$ cat src/rtl/elevator_pkg.sv
// Shared state encodings for the elevator scheduler and the floor counter,
// plus the default floor geometry.
package elevator_pkg;

   typedef enum logic [1:0] {
      IDLE      = 2'b00,
      MOVE_UP   = 2'b01,
      MOVE_DOWN = 2'b10,
      DOOR_OPEN = 2'b11
   } elev_state_e;

   localparam int DEF_NUM_FLOORS = 4;
   localparam int DEF_FLOOR_W    = 2;

endpackage

$ cat src/rtl/elevator_scheduler_door_timer.sv
// Door dwell counter: counts 0..DOOR_TIME-1 while run is high, done flags the
// final cycle. clear forces the count back to 0 and suppresses done.
module door_timer
   import elevator_pkg::*;
#(
   parameter int DOOR_TIME = 100,
   parameter int TIMER_W   = 7
) (
   input  logic clk,
   input  logic reset,
   input  logic run,
   input  logic clear,
   output logic done
);

   localparam logic [TIMER_W-1:0] LAST = TIMER_W'(DOOR_TIME - 1);

   logic [TIMER_W-1:0] count;

   always_ff @(posedge clk) begin
      if (reset || !run || clear)
         count <= '0;
      else if (count == LAST)
         count <= '0;
      else
         count <= count + 1'b1;
   end

   assign done = run && !clear && (count == LAST);

endmodule

$ cat src/rtl/elevator_scheduler.sv
// LOOK-policy elevator request scheduler with door dwell timing.
// Optional ELEV_DOOR_HOLD_EN adds a door_hold input and restart-on-call.
module elevator_scheduler
   import elevator_pkg::*;
#(
   parameter int NUM_FLOORS = DEF_NUM_FLOORS,
   parameter int FLOOR_W    = DEF_FLOOR_W,
   parameter int DOOR_TIME  = 100,
   parameter int TIMER_W    = 7
) (
   input  logic                  clk,
   input  logic                  reset,
   input  logic [NUM_FLOORS-1:0] req_btn,
   input  logic [FLOOR_W-1:0]    curr_floor,
   output logic [1:0]            current_state,
   output logic [NUM_FLOORS-1:0] req_pending,
   output logic                  door_open,
   output logic                  dir_up
`ifdef ELEV_DOOR_HOLD_EN
   ,input logic                  door_hold
`endif
);

   elev_state_e           state_q, state_n;
   logic                  dir_n;
   logic [FLOOR_W-1:0]    floor_q;
   logic [NUM_FLOORS-1:0] req_all, clr;
   logic                  here, above, below, at_top, at_bot, arrival;
   logic                  timer_clear, door_done;

   // Live buttons take part in the decision so a call is acted on the next cycle.
   always_comb begin
      req_all = req_pending | req_btn;
      here    = 1'b0;
      above   = 1'b0;
      below   = 1'b0;
      for (int i = 0; i < NUM_FLOORS; i++) begin
         if (req_all[i]) begin
            if (int'(curr_floor) == i)     here  = 1'b1;
            else if (i > int'(curr_floor)) above = 1'b1;
            else                           below = 1'b1;
         end
      end
      at_top  = int'(curr_floor) >= NUM_FLOORS - 1;
      at_bot  = (curr_floor == '0);
      arrival = (curr_floor != floor_q);
   end

   always_comb begin
      state_n = state_q;
      dir_n   = dir_up;
      case (state_q)
         IDLE: begin
            if (here)                 state_n = DOOR_OPEN;
            else if (dir_up && above) state_n = MOVE_UP;
            else if (!dir_up && below) state_n = MOVE_DOWN;
            else if (above)           state_n = MOVE_UP;
            else if (below)           state_n = MOVE_DOWN;
         end
         MOVE_UP: begin
            if (arrival) begin
               if (here)                 state_n = DOOR_OPEN;
               else if (!above || at_top) state_n = IDLE;
            end else if (at_top) begin
               state_n = IDLE;
            end
         end
         MOVE_DOWN: begin
            if (arrival) begin
               if (here)                 state_n = DOOR_OPEN;
               else if (!below || at_bot) state_n = IDLE;
            end else if (at_bot) begin
               state_n = IDLE;
            end
         end
         DOOR_OPEN: begin
            if (door_done) state_n = IDLE;
         end
         default: state_n = IDLE;
      endcase
      if (state_n == MOVE_UP)   dir_n = 1'b1;
      if (state_n == MOVE_DOWN) dir_n = 1'b0;
   end

   // Clearing the current floor whenever the door is (or becomes) open absorbs
   // repeated presses there and lets the clear beat a same-cycle set.
   always_comb begin
      clr = '0;
      for (int i = 0; i < NUM_FLOORS; i++)
         clr[i] = (state_n == DOOR_OPEN) && (int'(curr_floor) == i);
   end

`ifdef ELEV_DOOR_HOLD_EN
   logic btn_here;
   always_comb begin
      btn_here = 1'b0;
      for (int i = 0; i < NUM_FLOORS; i++)
         if (req_btn[i] && int'(curr_floor) == i) btn_here = 1'b1;
   end
   assign timer_clear = (state_q == DOOR_OPEN) && (door_hold || btn_here);
`else
   assign timer_clear = 1'b0;
`endif

   door_timer #(
      .DOOR_TIME (DOOR_TIME),
      .TIMER_W   (TIMER_W)
   ) u_door_timer (
      .clk   (clk),
      .reset (reset),
      .run   (state_q == DOOR_OPEN),
      .clear (timer_clear),
      .done  (door_done)
   );

   always_ff @(posedge clk) begin
      if (reset) begin
         state_q     <= IDLE;
         req_pending <= '0;
         door_open   <= 1'b0;
         dir_up      <= 1'b1;
         floor_q     <= curr_floor;
      end else begin
         state_q     <= state_n;
         req_pending <= req_all & ~clr;
         door_open   <= (state_n == DOOR_OPEN);
         dir_up      <= dir_n;
         floor_q     <= curr_floor;
      end
   end

   assign current_state = state_q;

endmodule

$ cat config.mk
export PLATFORM = sky130hd
export DESIGN_NAME = elevator_scheduler
export DESIGN_NICKNAME = d
export VERILOG_FILES = /design/src/rtl/elevator_pkg.sv /design/src/rtl/elevator_scheduler_door_timer.sv /design/src/rtl/elevator_scheduler.sv
export SDC_FILE = /design/constraint.sdc
export NUM_CORES = 1
export LEC_CHECK = 0
export ABC_AREA = 1
export ABC_CLOCK_PERIOD_IN_PS = 3550
export CORE_ASPECT_RATIO = 0.75
export CORE_MARGIN = 1.5
export CORE_UTILIZATION = 55
export CTS_BUF_LIST = sky130_fd_sc_hd__clkbuf_2 sky130_fd_sc_hd__clkbuf_4 sky130_fd_sc_hd__clkbuf_8
export DETAILED_ROUTE_END_ITERATION = 7
export PLACE_DENSITY = 0.9
export SKIP_CTS_REPAIR_TIMING = 1
export SYNTH_ARGS = -nofsm -noshare
export SYNTH_HDL_FRONTEND = slang
export SYNTH_SLANG_ARGS = --single-unit
$ cat constraint.sdc
create_clock -name clk -period 3.55 [get_ports clk]
set_input_delay 0.71 -clock clk [delete_from_list [all_inputs] [get_ports clk]]
set_output_delay 0.71 -clock clk [all_outputs]
set_load 0.005 [all_outputs]
==> flow_metrics.py, run 1 <==
metrics = {
    "timing": {
        "finalSetupTns_ns": 0,
        "whs_ns": 0.491,
        "fmax_mhz": 370,
        "setup_viol_count_final": 0,
        "skew_ns": 0.00943,
        "finalWorstSetupSlack_ns": 0.848,
        "grt_setup_unrepaired": "false",
        "fin_crit_sh_pct": 76.1,
        "relSlewSlack_pct": 76.0,
        "hold_viol": 0,
        "post-route-min-period_ns": 2.70,
        "tightest_slew_ns": 0.359,
        "slew_viol_final": 0,
    },
    "floorplan": {
        "die_w_um": 51.2,
        "die_area_um2": 2000,
        "die_y_um": 39.1,
        "core-area_um2": 1550,
        "initial_core_util_pct": 61.9,
        "ios": 16,
        "rows": 12,
    },
    "job": {
        "max-cap-violations": 0,
    },
    "clocking": {
        "cts.sinks": 17,
        "cts_made_buffers": 3,
        "clockBufferDepth": 2,
        "cts_root_buffer": "clkbuf_4",
        "path_clk_slew_ns": 0.11,
        "clkLatencyLatePin_ns": 0.30,
        "cts_max_level": 1,
        "cts_tree": "yes",
    },
    "synthesis": {
        "synthCells": 144,
        "syn_avg_cell_area_um2": 6.65,
        "ys_warn_count": 0,
        "synth.distinct_cells": 28,
        "synthArstFlopShare_pct": 0,
        "synth_largest_area_cell": "dfxtp_1",
        "synth_area_leaders": "dfxtp_1 (36%), nand2_1 (13%), inv_1 (8.6%)",
        "synth_fp_nets": 155,
        "ys_seq_area_share_pct": 35.6,
        "synth_seq_cells": 17,
        "synth_top_area_share_pct": 35.6,
        "synth_edf_count": 0,
        "syn_area_um2": 957,
        "synth_ff_type": "dfxtp_1",
        "synth_common_cells": "nand2_1 (34), inv_1 (22), nor2_1 (20)",
        "yosysMostFrequentCell": "nand2_1",
    },
    "setup_path": {
        "reg2reg_depth": 14,
        "crit_fanout": 8,
        "crit_type": "in -> reg",
        "regToRegStartpoint": "req_pending[3]$_SDFF_PP0_",
        "cp_data_required_time_ns": 3.74,
        "worst_ep_arrival_time_ns": 2.89,
        "worstReg2RegEnd": "dir_up$_SDFFE_PP1P_",
        "critPathLaunchType": "primary input",
        "rrSetupSlack_ns": 1.56,
        "end_kind": "register",
    },
    "power_and_ir_drop": {
        "p_per_area_nw_per_um2": 618,
        "leakagePower_nw": 0.551,
        "ir_drop_v": 0.000577,
    },
    "worst_hold_path": {
        "min_path_type": "reg -> reg",
        "min-delay-start": "u_door_timer.count[0]$_SDFF_PP0_",
        "min_path_cells": 1,
        "hold_path_end": "u_door_timer.count[0]$_SDFF_PP0_",
    },
    "detailed_routing": {
        "post-route-drc-count": 0,
        "vias_per_cell": 5.18,
        "first_pass_iters": 4,
        "wl_per_cell_um": 12.1,
        "vias": 938,
        "drtAntennaViolNets": 0,
        "totalWireLength_mm": 2.19,
        "first_iter_violations": 27,
    },
    "global_route": {
        "antenna_found_initial": 0,
        "grt_max_degree": 10,
        "grt_pass1_vias": 836,
        "grt_overflow_total": 0,
        "use_met1_pct": 35.3,
        "grt_pass1_wl_mm": 3.63,
        "top_usage_layer": "met2",
        "grt_use_total_pct": 25.7,
        "grt_util_met3_pct": 7.36,
        "use_met2_pct": 39.6,
    },
    "place": {
        "place_congestion": 0.914,
        "io_buffers": 15,
        "place.detailed.hpwl_mm": 1.69,
        "post-place-ws_ns": 0.625,
    },
    "cells_and_area": {
        "drive_gt1_share_pct": 8.75,
        "nets": 172,
        "syn2layout_area_growth_pct": 19.6,
        "diodes": 0,
    },
    "outcome": {
        "outcome": "complete, no violations",
    },
}
[through the flow]
step	cells	power [W]	instance area, um^2	util, %
floorplan	144	0.000466	957	-
global placement	177	0.000573	1110	72.1
detailed placement	177	0.000582	1110	72.1
CTS	181	0.000697	1140	74.0
global route	181	0.000757	1140	74.0
finish	181	0.000707	1140	74.0
[logic make-up after synthesis]
group                      after synthesis  share of synthesized area (%)
and+or+nand+nor                         76                           35.3
buffers and inverters                   30                           12.5
DFF                                     17                           35.6
AOI/OAI and AO/OA                       15                           9.93
xor gates and xnor gates                 3                           2.75
adders and majority gates                3                           3.92
[sequential cells by signal, indices dropped and copies added (netlist names)]
name                flops
floor_q                 2
req_pending             4
door_open               1
u_door_timer.count      7
dir_up                  1
current_state           2
[area by class of cell]
cell class                 count  area (um^2)
clock buffer                   4         30.0
fill                         139          402
inverter                      27          101
multi-input combinational     97          497
sequential                    17          340
tap                           21         26.3
timing repair buffer          15          150
[layer usage]
layer	part of all wire [%]	vias to the layer above
li1	-	479
met1	50	408
met2	40	45
met3	8.6	6
met4	1.1	0
met5	0	-
[critical path: stages]
cell and delay (ns):
clkdlybuf4s50_1 0.55, nor2_1 0.27, inv_1 0.13, nand2_1 0.09
nand3_2 0.10, nand2_1 0.08, nand3_1 0.09, o21ai_0 0.09
nand2_1 0.08, nand2_1 0.09, inv_1 0.07, ha_1 0.28
inv_1 0.05, a21oi_1 0.11, o21ai_0 0.11
[how the worst max path moves through the flow]
stage                             start                   to  slack, ns  cells after the start
after global placement    curr_floor[1]  dir_up$_SDFFE_PP1P_       0.67                     15
after floorplan           curr_floor[1]  dir_up$_SDFFE_PP1P_       1.41                     15
after global routing      curr_floor[1]  dir_up$_SDFFE_PP1P_       0.72                     15
after CTS                 curr_floor[1]  dir_up$_SDFFE_PP1P_       0.91                     15
final                     curr_floor[1]  dir_up$_SDFFE_PP1P_       0.85                     15
after detailed placement  curr_floor[1]  dir_up$_SDFFE_PP1P_       0.62                     15
[where the power goes]
part           leakage, nW  internal, W  switching, W
clock               0.0184    0.0000514     0.0000660
sequential           0.140     0.000221     0.0000314
combinational        0.392     0.000143      0.000193
total                0.551     0.000416      0.000291
[cells in the final DEF, fill, tap and decap left out]
master and count:
o21a_1 1, ha_1 3, nand3_2 1, nand4_1 1
a211oi_1 2, dfxtp_1 17, a221oi_1 1, a21boi_0 2
nor3b_1 2, nor2_1 20, clkinv_1 1, o21ai_0 4
clkdlybuf4s50_1 15, a21oi_2 1, inv_2 4, xnor2_1 3
clkbuf_4 4, nand2_2 2, inv_1 22, nor3_1 2
nor2_2 1, a21oi_1 3, nor2_4 1, nand3_1 9
and3_1 2, or2_1 1, nand2_1 34, o21ai_1 1
No activity file was read; power rests on OpenSTA's default activity.
==> run 2: changes to the inputs <==
--- a/config.mk
+++ b/config.mk
@@ -6,13 +6,13 @@
 export NUM_CORES = 1
 export LEC_CHECK = 0
 export ABC_AREA = 1
-export ABC_CLOCK_PERIOD_IN_PS = 3550
+export ABC_CLOCK_PERIOD_IN_PS = 2150
 export CORE_ASPECT_RATIO = 0.75
 export CORE_MARGIN = 1.5
-export CORE_UTILIZATION = 55
+export CORE_UTILIZATION = 49
 export CTS_BUF_LIST = sky130_fd_sc_hd__clkbuf_2 sky130_fd_sc_hd__clkbuf_4 sky130_fd_sc_hd__clkbuf_8
 export DETAILED_ROUTE_END_ITERATION = 7
-export PLACE_DENSITY = 0.9
+export PLACE_DENSITY = 0.85
 export SKIP_CTS_REPAIR_TIMING = 1
 export SYNTH_ARGS = -nofsm -noshare
 export SYNTH_HDL_FRONTEND = slang
==> constraint.sdc (replaced) <==
create_clock -name clk -period 2.15 [get_ports clk]
set_input_delay 0.43 -clock clk [delete_from_list [all_inputs] [get_ports clk]]
set_output_delay 0.43 -clock clk [all_outputs]
set_load 0.005 [all_outputs]
==> flow_metrics.py, run 2 (synthesized netlist as in run 1, its figures left out) <==
metrics = {
    "global_route": {
        "grt_max_degree": 11,
        "grt_pass1_vias": 867,
        "antenna_found_initial": 0,
        "grt_pass1_wl_mm": 3.66,
        "grt_use_total_pct": 24.2,
        "grt_overflow_total": 0,
    },
    "clocking": {
        "cts.sinks": 17,
        "clockBufferDepth": 2,
        "clkLatencyLatePin_ns": 0.30,
        "cts_made_buffers": 3,
        "cts_max_level": 1,
        "path_clk_slew_ns": 0.10,
        "cts_tree": "yes",
        "cts_root_buffer": "clkbuf_4",
    },
    "timing": {
        "finalSetupTns_ns": 0,
        "skew_ns": 0.00447,
        "relSlewSlack_pct": 73.9,
        "setup_viol_count_final": 0,
        "tightest_slew_ns": 0.390,
        "fmax_mhz": 475,
        "fin_crit_sh_pct": 98.0,
        "hold_viol": 0,
        "slew_viol_final": 0,
        "post-route-min-period_ns": 2.11,
    },
    "cells_and_area": {
        "utilization_pct": 73.6,
        "regMostFlops": "u_door_timer.count",
        "drive_gt1_share_pct": 24.1,
        "final_area_um2": 1320,
        "diodes": 0,
        "reg_top3": "u_door_timer.count x7, req_pending x4",
        "mostFrequentLayoutCells": "nand2_1 (28), inv_1 (22), nor2_1 (18)",
        "largest_register_ffs": 7,
        "final_common_cell": "nand2_1",
        "syn2layout_area_growth_pct": 37.5,
        "nets": 186,
    },
    "setup_path": {
        "crit_fanout": 4,
        "worst_ep_arrival_time_ns": 2.31,
        "end_kind": "register",
        "critPathTopFamily": "buffers and inverters",
        "crit_buf_inv": 5,
        "crit_type": "in -> reg",
        "critPathLaunchType": "primary input",
        "cp_data_required_time_ns": 2.36,
        "worstPathCellList": "clkdlybuf4s50_1 -> inv_1 -> nand2_1 -> nand2_1 -> nand2_2 -> nor2_4 -> buf_4 -> nand3_1 -> nand2_1 -> nand2_2 -> nand2_2 -> inv_2 -> ha_4 -> inv_1 -> a21oi_2 -> o21ai_1",
        "slowest_delay_ns": 0.45,
        "crit_path_top_delay_cell": "clkdlybuf4s50_1",
    },
    "floorplan": {
        "die_y_um": 41.3,
        "die_w_um": 54.0,
        "die_area_um2": 2230,
        "initial_core_util_pct": 53.5,
        "core-area_um2": 1790,
        "ios": 16,
        "rows": 13,
    },
    "place": {
        "io_buffers": 15,
        "place_congestion": 0.914,
        "place.detailed.hpwl_mm": 1.71,
        "placed_cell_area_um2": 1190,
    },
    "power_and_ir_drop": {
        "ir_drop_v": 0.000870,
        "leakagePower_nw": 0.653,
        "p_per_area_nw_per_um2": 1040,
        "power_w": 0.00136,
    },
    "detailed_routing": {
        "totalWireLength_mm": 2.49,
        "post-route-drc-count": 0,
        "vias": 1013,
        "first_pass_iters": 4,
        "vias_per_cell": 5.17,
        "drtAntennaViolNets": 0,
        "wl_per_cell_um": 12.7,
        "first_iter_violations": 41,
    },
    "job": {
        "max-cap-violations": 0,
    },
    "outcome": {
        "outcome": "complete, no violations",
    },
    "worst_hold_path": {
        "min_path_type": "in -> reg",
    },
}
run 2: changes by cell type in the layout (fill, tap and decap cells not counted), moves of 2 or more:
cell             before  now
buf_4                 0   14
clkdlybuf4s50_1      15   13
dlymetal6s2s_1        0    2
nand2_1              34   28
nand2_2               2    8
nor2_1               20   18
nor2_2                1    3
xnor2_1               3    1
xnor2_2               0    2
run 2: layout make-up:
type / count / area, um^2
inverters: 27 / 101
multi-input cells: 97 / 559
clock inverters: 1 / 5.00
clock buffers: 3 / 22.5
flip-flops and latches: 17 / 340
repair buffers: 29 / 260
well taps: 22 / 27.5
fillers: 136 / 473
run 2: worst paths after layout:
kind,from,endpoint,slack [ns],cells past startpoint
worst max-delay path,req_btn[2],dir_up$_SDFFE_PP1P_,0.04,16
worst min-delay path,curr_floor[0],floor_q[0]$_DFF_P_,0.41,1
worst max register to register,u_door_timer.count[0]$_SDFF_PP0_,dir_up$_SDFFE_PP1P_,0.25,14
worst min register to register,u_door_timer.count[0]$_SDFF_PP0_,u_door_timer.count[0]$_SDFF_PP0_,0.46,1
run 2: per-layer routing:
layer	wire [um]	share of wire (%)	GRT usage, %	vias to the layer above
li1	-	-	-	505
met1	1070	43	29.7	441
met2	1150	46	37.8	56
met3	218	8.8	8.39	11
met4	51	2.0	12.5	0
met5	0	0	0	-
run 2: power by group:
group	switching [W]	internal [W]	total, W
combinational	0.000382	0.000385	0.000767
sequential	0.0000547	0.000366	0.000420
clock	0.000107	0.0000696	0.000176
total	0.000544	0.000820	0.00136
run 2: stage by stage:
step	hold slack, ns	instances	setup slack, ns
floorplan	0.418	144	0.287
global placement	0.430	188	-0.415
detailed placement	0.440	188	-0.481
CTS	0.456	192	-0.198
global route	0.404	196	-0.0851
finish	0.411	196	0.0435
